### src/rtl/sar_search.sv
// sar_search: successive-approximation search engine.
// Resolves an unknown WIDTH-bit value one bit per probe, MSB first, by driving
// trial operands to an external magnitude comparator and consuming its
// less-than flag. Reports the recovered value with a one-cycle done pulse.
//
// Build option: define SAR_SEARCH_TIMEOUT_EN to abort a search when the
// comparator stays silent for TIMEOUT cycles on one probe (err=1, partial
// result). Without it the engine waits indefinitely and err is tied low.
module sar_search #(
  parameter int WIDTH   = 8,
  parameter int TIMEOUT = 16
) (
  input  logic             clk,
  input  logic             reset_n,
  input  logic             start,
  output logic [WIDTH-1:0] probe,
  output logic             probe_valid,
  input  logic             cmp_valid,
  input  logic             cmp_less,
  output logic             busy,
  output logic             done,
  output logic [WIDTH-1:0] result,
  output logic             err
);

  localparam int KW = (WIDTH > 1) ? $clog2(WIDTH) : 1;
  localparam logic [WIDTH-1:0] ONE_W = WIDTH'(1);
  localparam logic [KW-1:0]    K_ONE = KW'(1);
  localparam logic [KW-1:0]    K_MSB = KW'(WIDTH - 1);

  // Reject configurations the bit index or wait counter cannot represent.
  if (WIDTH < 2 || WIDTH > 16 || TIMEOUT < 1) begin : g_bad_param
    $error("sar_search: WIDTH must be 2..16 and TIMEOUT must be >= 1");
  end

  typedef enum logic [1:0] {
    ST_IDLE  = 2'd0,
    ST_PROBE = 2'd1,
    ST_DONE  = 2'd2
  } state_t;

  state_t           state_q, state_d;
  logic [WIDTH-1:0] acc_q, acc_d;
  logic [KW-1:0]    k_q, k_d;
  logic [WIDTH-1:0] probe_q, probe_d;
  logic             probe_valid_q, probe_valid_d;
  logic             busy_q, busy_d;
  logic             done_q, done_d;
  logic [WIDTH-1:0] result_q, result_d;
  logic             err_q, err_d;

`ifdef SAR_SEARCH_TIMEOUT_EN
  localparam int WCW = $clog2(TIMEOUT + 1);
  localparam logic [WCW-1:0] WAIT_LAST = WCW'(TIMEOUT - 1);
  localparam logic [WCW-1:0] WAIT_ONE  = WCW'(1);
  logic [WCW-1:0] wait_cnt_q, wait_cnt_d;
`endif

  // Bit under test and the accumulator after applying the comparator verdict.
  logic [WIDTH-1:0] bit_s;
  logic [WIDTH-1:0] acc_upd_s;
  logic             accept_s;

  // Decode the current probe bit and fold the response into the accumulator.
  always_comb begin
    bit_s    = ONE_W << k_q;
    accept_s = cmp_valid & probe_valid_q;
    if (cmp_less) begin
      acc_upd_s = acc_q & ~bit_s;
    end else begin
      acc_upd_s = acc_q | bit_s;
    end
  end

  // Next-state and next-output logic; every output is computed here and then
  // registered, so nothing from cmp_valid/cmp_less reaches a port directly.
  always_comb begin
    state_d       = state_q;
    acc_d         = acc_q;
    k_d           = k_q;
    probe_d       = probe_q;
    probe_valid_d = probe_valid_q;
    busy_d        = busy_q;
    done_d        = 1'b0;
    result_d      = result_q;
    err_d         = err_q;
`ifdef SAR_SEARCH_TIMEOUT_EN
    wait_cnt_d    = wait_cnt_q;
`endif

    case (state_q)
      ST_IDLE: begin
        if (start) begin
          state_d       = ST_PROBE;
          acc_d         = {WIDTH{1'b0}};
          k_d           = K_MSB;
          err_d         = 1'b0;
          probe_d       = ONE_W << K_MSB;
          probe_valid_d = 1'b1;
          busy_d        = 1'b1;
`ifdef SAR_SEARCH_TIMEOUT_EN
          wait_cnt_d    = {WCW{1'b0}};
`endif
        end else begin
          probe_valid_d = 1'b0;
          busy_d        = 1'b0;
        end
      end

      ST_PROBE: begin
        if (accept_s) begin
          acc_d = acc_upd_s;
          if (k_q == {KW{1'b0}}) begin
            // Last bit resolved: publish the result alongside the done pulse.
            state_d       = ST_DONE;
            probe_d       = {WIDTH{1'b0}};
            probe_valid_d = 1'b0;
            busy_d        = 1'b0;
            done_d        = 1'b1;
            result_d      = acc_upd_s;
          end else begin
            k_d     = k_q - K_ONE;
            probe_d = acc_upd_s | (ONE_W << (k_q - K_ONE));
`ifdef SAR_SEARCH_TIMEOUT_EN
            wait_cnt_d = {WCW{1'b0}};
`endif
          end
        end else begin
`ifdef SAR_SEARCH_TIMEOUT_EN
          if (wait_cnt_q == WAIT_LAST) begin
            // Comparator went silent: abort with the bits resolved so far.
            state_d       = ST_DONE;
            probe_d       = {WIDTH{1'b0}};
            probe_valid_d = 1'b0;
            busy_d        = 1'b0;
            done_d        = 1'b1;
            result_d      = acc_q;
            err_d         = 1'b1;
          end else begin
            wait_cnt_d = wait_cnt_q + WAIT_ONE;
          end
`else
          state_d = ST_PROBE;
`endif
        end
      end

      ST_DONE: begin
        state_d = ST_IDLE;
      end

      default: begin
        state_d       = ST_IDLE;
        probe_d       = {WIDTH{1'b0}};
        probe_valid_d = 1'b0;
        busy_d        = 1'b0;
      end
    endcase
  end

  // State and output registers with asynchronous active-low reset.
  always_ff @(posedge clk or negedge reset_n) begin
    if (!reset_n) begin
      state_q       <= ST_IDLE;
      acc_q         <= {WIDTH{1'b0}};
      k_q           <= K_MSB;
      probe_q       <= {WIDTH{1'b0}};
      probe_valid_q <= 1'b0;
      busy_q        <= 1'b0;
      done_q        <= 1'b0;
      result_q      <= {WIDTH{1'b0}};
      err_q         <= 1'b0;
    end else begin
      state_q       <= state_d;
      acc_q         <= acc_d;
      k_q           <= k_d;
      probe_q       <= probe_d;
      probe_valid_q <= probe_valid_d;
      busy_q        <= busy_d;
      done_q        <= done_d;
      result_q      <= result_d;
      err_q         <= err_d;
    end
  end

`ifdef SAR_SEARCH_TIMEOUT_EN
  // Per-probe wait counter, restarted whenever a new probe is issued.
  always_ff @(posedge clk or negedge reset_n) begin
    if (!reset_n) begin
      wait_cnt_q <= {WCW{1'b0}};
    end else begin
      wait_cnt_q <= wait_cnt_d;
    end
  end
`endif

  assign probe       = probe_q;
  assign probe_valid = probe_valid_q;
  assign busy        = busy_q;
  assign done        = done_q;
  assign result      = result_q;
`ifdef SAR_SEARCH_TIMEOUT_EN
  assign err         = err_q;
`else
  assign err         = 1'b0;
`endif

endmodule

### config.mk
export PLATFORM = sky130hd
export DESIGN_NAME = sar_search
export DESIGN_NICKNAME = d
export VERILOG_FILES = /design/src/rtl/sar_search.sv
export SDC_FILE = /design/constraint.sdc
export NUM_CORES = 1
export LEC_CHECK = 0
export CORE_ASPECT_RATIO = 2
export CORE_UTILIZATION = 53
export CTS_CLUSTER_DIAMETER = 60
export CTS_CLUSTER_SIZE = 30
export DETAILED_ROUTE_END_ITERATION = 7
export PLACE_DENSITY_LB_ADDON = 0.25
export SKIP_CTS_REPAIR_TIMING = 1
export SLEW_MARGIN = 20
export SYNTH_ARGS = -nofsm -noshare
export SYNTH_HDL_FRONTEND = slang
export SYNTH_SLANG_ARGS = --single-unit
export TNS_END_PERCENT = 30
### constraint.sdc
create_clock -name clk -period 2.5 [get_ports clk]
set_input_delay 0.625 -clock clk [delete_from_list [all_inputs] [get_ports clk]]
set_output_delay 0.625 -clock clk [all_outputs]
set_load 0.02 [all_outputs]
==> results of run 1 <==
-- area by class of cell --
type                    count  area share, %
clock buffers               8           5.11
inverters                   6           1.15
multi-input cells          97           38.7
flip-flops and latches     31           39.8
well taps                  30           1.92
repair buffers             27           13.3
-- worst paths after layout --
check	to	depth (start not counted)	start	slack [ns]
max	busy	1	busy	0.51
min	probe[3]	1	probe[3]	0.49
max reg2reg	probe[4]	6	k_q[0]	0.57
min reg2reg	probe[3]	1	probe[3]	0.49
max in group asynchronous	k_q[2]	2	reset_n	1.45
min in group asynchronous	probe[6]	2	reset_n	0.73
-- worst register-to-register path, cell delays in order, from the launching register on --
cell and delay, ns:
dfstp_2 0.57, inv_1 0.08, ha_1 0.25, ha_1 0.31, inv_1 0.08, a221oi_1 0.40, o2bb2ai_1 0.11
-- logic make-up (layout without fill, tap and decap cells) --
| family | count (synthesis) | count (layout) | share of synthesized area [%] |
|---|---|---|---|
| compound gates | 56 | 56 | 24.5 |
| flops | 31 | 31 | 48.3 |
| simple gates | 29 | 29 | 13.8 |
| buf+inv | 13 | 41 | 4.65 |
| fa+ha+maj | 8 | 8 | 6.21 |
| mux | 3 | 3 | 2.25 |
| other cells | 1 | 1 | 0.233 |
-- per-layer routing --
layer	up-vias	GRT usage (%)
met2	25	44.4
met5	-	0
met1	610	27.0
met3	8	7.52
li1	574	-
met4	0	16.3
-- sequential cells by signal, summed over array words and instances (netlist names) --
signal and flops:
acc_q 8, busy 1, done 1, k_q 3, probe 8, result 8
state_q 2
-- metrics by stage --
stage | area, sq um | util, %
5_1_grt | 1960 | 67.3
6_report | 1960 | 67.3
3_3_place_gp | 1860 | 63.9
2_1_floorplan | 1610 | -
4_1_cts | 1960 | 67.3
3_5_place_dp | 1860 | 63.9
-- cell usage after synthesis (all sizes together) --
master / n / area share [%]
a211oi: 1 / 0.47
nand4b: 1 / 0.54
a21boi: 1 / 0.47
o21bai: 1 / 0.47
nand2b: 4 / 1.6
o21ai: 19 / 5.9
inv: 6 / 1.4
dfstp: 3 / 4.9
clkbuf: 1 / 0.31
or2b: 2 / 1.0
and3b: 4 / 2.2
and4b: 1 / 0.62
a21o: 2 / 1.0
a21oi: 8 / 3.2
conb: 1 / 0.23
and2b: 1 / 0.54
nor3b: 4 / 2.6
a22o: 2 / 1.2
a21bo: 1 / 0.62
nor2: 4 / 1.4
nor3: 1 / 0.31
a221oi: 4 / 2.2
nor4b: 1 / 0.54
and3: 1 / 0.39
buf: 6 / 2.9
a41oi: 1 / 0.54
dfrtp: 28 / 43
mux2i: 1 / 0.62
o2bb2ai: 14 / 7.6
ha: 8 / 6.2
nand2: 5 / 2.2
mux2: 2 / 1.6
a22oi: 2 / 0.93
-- power by group through the flow --
stage / registers (W) / clock network, W / logic [W]
3_3_place_gp: 0.000827 / 0 / 0.00107
6_report: 0.000834 / 0.000423 / 0.00110
2_1_floorplan: 0.000902 / 0 / 0.000617
3_5_place_dp: 0.000839 / 0 / 0.00109
4_1_cts: 0.000831 / 0.000434 / 0.00110
5_1_grt: 0.000855 / 0.000456 / 0.00119
==> results.md, run 1 <==
- Status: completed
- Initial antenna violation count: 0
- Clock share of power: 18.0%
- DR vias/cell: 6.12
- # fillers: 233
- DRC errors left: 0
- # setup viols final: 0
- Cells after Synth: 141
- Row count: 28
- Drt pass-1 iters: 4
- Largest net degree at the start of global routing: 32
- Seq pwr share: 35.4%
- Sw power: 0.000919 W
- Post-route clock period utilization: 79.6%
- Multi-input gate area: 758 sq um
- DP HPWL: 2680 um
- Clk_skew: 0.00809 ns
- CP max stage delay: 0.64 ns
- Critical path's slowest cell: clkdlybuf4s50_1
- Clk_lat worst skew: 0.29 ns
- Synth Cell Area: 1610 sq um
- Final Net Count: 181
- Final ANT Viol Nets: 0
- Htree depth: 2
- P per Cell Area: 1200 nW/um^2
- CTS Sinks: 31
- Max-cap violation count: 0
- Crit. End Element: primary output
- Hold_ws: 0.488 ns
- Die height: 80.0 um
- CP Data Required Time: around 1.9 ns
- Setup TNS: 0 ns
- Synth warn: 0
- Internal Pwr Total: 0.00143 W
- CP Max Fanout: 7
- Worst Setup Path Type: reg -> out
- Critical path launch point type: register
- Initial DRC Count: 28
- Full die area: 3280 sq um
- Crit path arrival time: roughly 1.4 ns
- GRT Resource Usage Total: 26.9%
- Drt wl/cell: 18.4 um
- Global-route wire length before repair: 5810 um
- Metal2 WL: 2090 um
- Gpl congestion: 0.853
- Most frequent cells in the layout: dfrtp_1, clkdlybuf4s50_1, o21ai_0
- Min cycle time layout: 1.99 ns
- Worst path buffer plus inverter count: 1
- Combinational power share: 46.6%
- Max Slew Vio Count: 0
- IO Pins: 25
- Highest clock rate: between 500 and 600 MHz
- Vias: 1217
- Final WS setup: 0.511 ns
- Place WS: 0.364 ns
- Delay-heaviest family, CP: buffers and inverters
- Seq cells post-synth: 31
- Placed cells: about 190
- Mean Syn Cell Area: 11.4 sq um
- Cell Chain, Critical Path: clkdlybuf4s50_1
- CTS buffer count: 5
- Post-synthesis sequential area ratio: approximately 48%
- Commonest non-fill, non-tap cell in the layout: dfrtp_1
- Share of post-route cells with drive strength above 1: 14.8%
- Area growth syn-to-layout: 21.4%
- PnR Total Power: between 0.002 and 0.0025 W
- Worst Hold Class: reg -> reg
- Core footprint: between 2000 and 3000 sq um
- Count of buffers from port buffering: 23
- Post-Layout Cell Count: 199
- CTS tree: done
- Total grt overflow: 0
- FF/Latch Area: just under 800 sq um
- Root Driver: clkbuf_8
- CTS max path bufs: 2
- DR top layer: met4
- Worst-path clk slew: 0.06 ns
- Yosys cell types: 44
- Routed wire length: 3660 um
- VDD IR max: 0.818 mV
- Net Count, Synth: 154
- Ant. Diodes: 0
- RSZ-0062 raised after global routing: false
- Width of the chip: 41.0 um
- Met3 routed WL: 122 um
- Met1 WL: 1330 um
- Initial Util: 55.5%
- Net Sw Frac: 39.0%
- Hold Violations, Final: 0
- Leakage: around 0.9 nW
- Vias in the first global route: 1292
(Power assumes the default switching activity.)
==> run 2, diff against run 1 <==
Clock period 2.5 ns to 1.96 ns, I/O delays scaled along.
==> run 2 against run 1 <==
Effect of this change: critical path depth grew 5; clock skew grew 0.0026 ns; die area is the same; register-to-register slack lost 0.50 ns; flip-flop and latch count is the same; largest power group unchanged; clock power grew 55%; total power grew 34%; core utilization grew 1.9 points; first-iteration DRC count grew 89%.
==> results.md, run 2 (same netlist as run 1, synthesis figures left out) <==
- Status: completed
- Most used cell, CP: ha_1
- CTS Sinks: 31 (unchanged)
- Full die area: 3280 sq um (unchanged)
- Post-route clock period utilization: between 90 and 100%
- Htree depth: 2 (unchanged)
- Worst r2r dst: probe[0]
- Clk_skew: 0.0107 ns (+0.00264 ns)
- Vias in the first global route: 1216 (-5.9%)
- Ant. Diodes: 0 (unchanged)
- Combinational power share: 46.5% (about the same)
- Highest clock rate: 530 MHz
- RSZ-0062 raised after global routing: false
- Initial antenna violation count: 0 (unchanged)
- Initial Util: 55.5% (unchanged)
- Critical Path Source: k_q[0]
- CP max stage delay: 0.58 ns (-0.06 ns)
- Total grt overflow: 0 (unchanged)
- Seq pwr share: 32.7% (-2.7 points)
- Hold_ws: 0.492 ns (+0.00459 ns)
- Crit path arrival time: 2.06 ns (+0.70 ns)
- Max Slew Vio Count: 0 (unchanged)
- Width of the chip: 41.0 um (unchanged)
- CP Max Fanout: 5 (-2)
- Clk_lat worst skew: 0.29 ns (about the same)
- Final Net Count: 185 (+2.2%)
- Worst path buffer plus inverter count: 1 (unchanged)
- Routed wire length: 3550 um (-3.1%)
- Critical path launch point type: register
- Util after Layout: 69.2% (+1.9 points)
- Cell Chain, Critical Path: inv_1 > ha_1 > ha_1 > a21oi_1 > nor3_1 > mux2_1
- DP HPWL: 2590 um (-3.1%)
- Worst-path clk slew: 0.07 ns (about the same)
- DR vias/cell: 6.16 (+0.69%)
- Clock share of power: 20.8% (+2.8 points)
- CTS tree: done
- Share of post-route cells with drive strength above 1: 17.9% (+3.1 points)
- Crit. End Element: register
- Placed cells: 195 (+2.1%)
- Gpl congestion: 0.834 (-2.3%)
- DRC errors left: 0 (unchanged)
- Drt wl/cell: 17.5 um (-5.0%)
- Root Driver: clkbuf_8
- Initial DRC Count: 53 (+89%)
- CTS max path bufs: 2 (unchanged)
- Drt pass-1 iters: 4 (unchanged)
- Reg-to-Reg Start: k_q[0]
- Critical path's slowest cell: dfstp_2
- Count of buffers from port buffering: 23 (unchanged)
- Post-Layout Cell Count: 203 (+2.0%)
- Die height: 80.0 um (unchanged)
- Final ANT Viol Nets: 0 (unchanged)
- IO Pins: 25 (unchanged)
- Largest net degree at the start of global routing: 32 (unchanged)
- Core footprint: 2910 sq um (unchanged)
- GRT Resource Usage Total: 26.2% (-0.70 points)
- Commonest non-fill, non-tap cell in the layout: dfrtp_1
- Max-cap violation count: 0 (unchanged)
- Vias: 1250 (+2.7%)
- Worst Setup Path Type: reg -> reg
- Min cycle time layout: 1.89 ns
- Area growth syn-to-layout: 24.7%
- Row count: 28 (unchanged)
- Worst Setup EP: probe[0]
- Reg2reg path depth: 6 (unchanged)
- Most frequent cells in the layout: dfrtp_1, clkdlybuf4s50_1, o21ai_0
- CTS buffer count: 5 (unchanged)
- Sw power: 0.00119 W (+30%)
- Leakage: 0.907 nW (+3.4%)
- # setup viols final: 0 (unchanged)
- P per Cell Area: 1560 nW/um^2 (+30%)
- Hold Violations, Final: 0 (unchanged)
- CP Data Required Time: 2.13 ns (+0.25 ns)
- Setup TNS: 0 ns (unchanged)
- VDD IR max: 1.19 mV (+46%)
- R2R setup slack: 0.07 ns (-0.50 ns)
- Internal Pwr Total: 0.00195 W (+36%)
- Delay-heaviest family, CP: adder cells
- Net Sw Frac: 37.9% (-1.1 points)
- Worst Hold Class: reg -> reg
- Global-route wire length before repair: 5580 um (-3.9%)
- PnR Total Power: 0.00315 W (+34%)
- WP depth: 6 (+5)
run 2: power by group through the flow:
| stage | clock (W) | sequential, W | combinational [W] |
|---|---|---|---|
| finish | 0.000655 | 0.00103 | 0.00146 |
| global route | 0.000692 | 0.00106 | 0.00158 |
| CTS | 0.000667 | 0.00103 | 0.00145 |
| detailed placement | 0 | 0.00104 | 0.00144 |
| global placement | 0 | 0.00102 | 0.00141 |
| floorplan | 0 | 0.00115 | 0.000787 |
run 2: cell type report:
class | count | area, sq um
fillers | 223 | 896
flip-flops and latches | 31 | 779
multi-input cells | 97 | 764
repair buffers | 31 | 290
clock buffers | 6 | 82.6
well taps | 30 | 37.5
clock inverters | 2 | 35.0
inverters | 6 | 22.5
run 2: metrics by stage:
stage	cell area (sq um)	setup WS, ns
3_3_place_gp	1890	0.0579
2_1_floorplan	1610	0.194
3_5_place_dp	1890	0.0116
4_1_cts	2010	0.0116
6_report	2010	0.0719
5_1_grt	2010	0.00326
run 2: routing by layer:
| metal | vias to the layer above | global-route usage [%] | wire [um] |
|---|---|---|---|
| met5 | - | 0 | 0 |
| met4 | 0 | 17.7 | 153 |
| met3 | 13 | 5.85 | 100 |
| met2 | 29 | 41.7 | 1970 |
| met1 | 623 | 28.1 | 1330 |
| li1 | 585 | - | - |
run 2: worst min-delay path by stage:
stage               depth (start not counted)        to      from
detailed placement                          1  probe[5]  probe[5]
floorplan                                   0  acc_q[0]   reset_n
finish                                      1  probe[1]  probe[1]
global placement                            1  acc_q[7]  acc_q[7]
global route                                1  probe[1]  probe[1]
CTS                                         1  probe[1]  probe[1]
run 2: worst register-to-register path: cells and delay by family (launching register included):
kind	cells	cell delay [ns]
flip-flops	1	0.58
multiplexers	1	0.29
AND/OR/NAND/NOR	1	0.07
adder cells (fa/ha/maj)	2	0.58
AO/OA/AOI/OAI	1	0.17
buffers and inverters	1	0.09
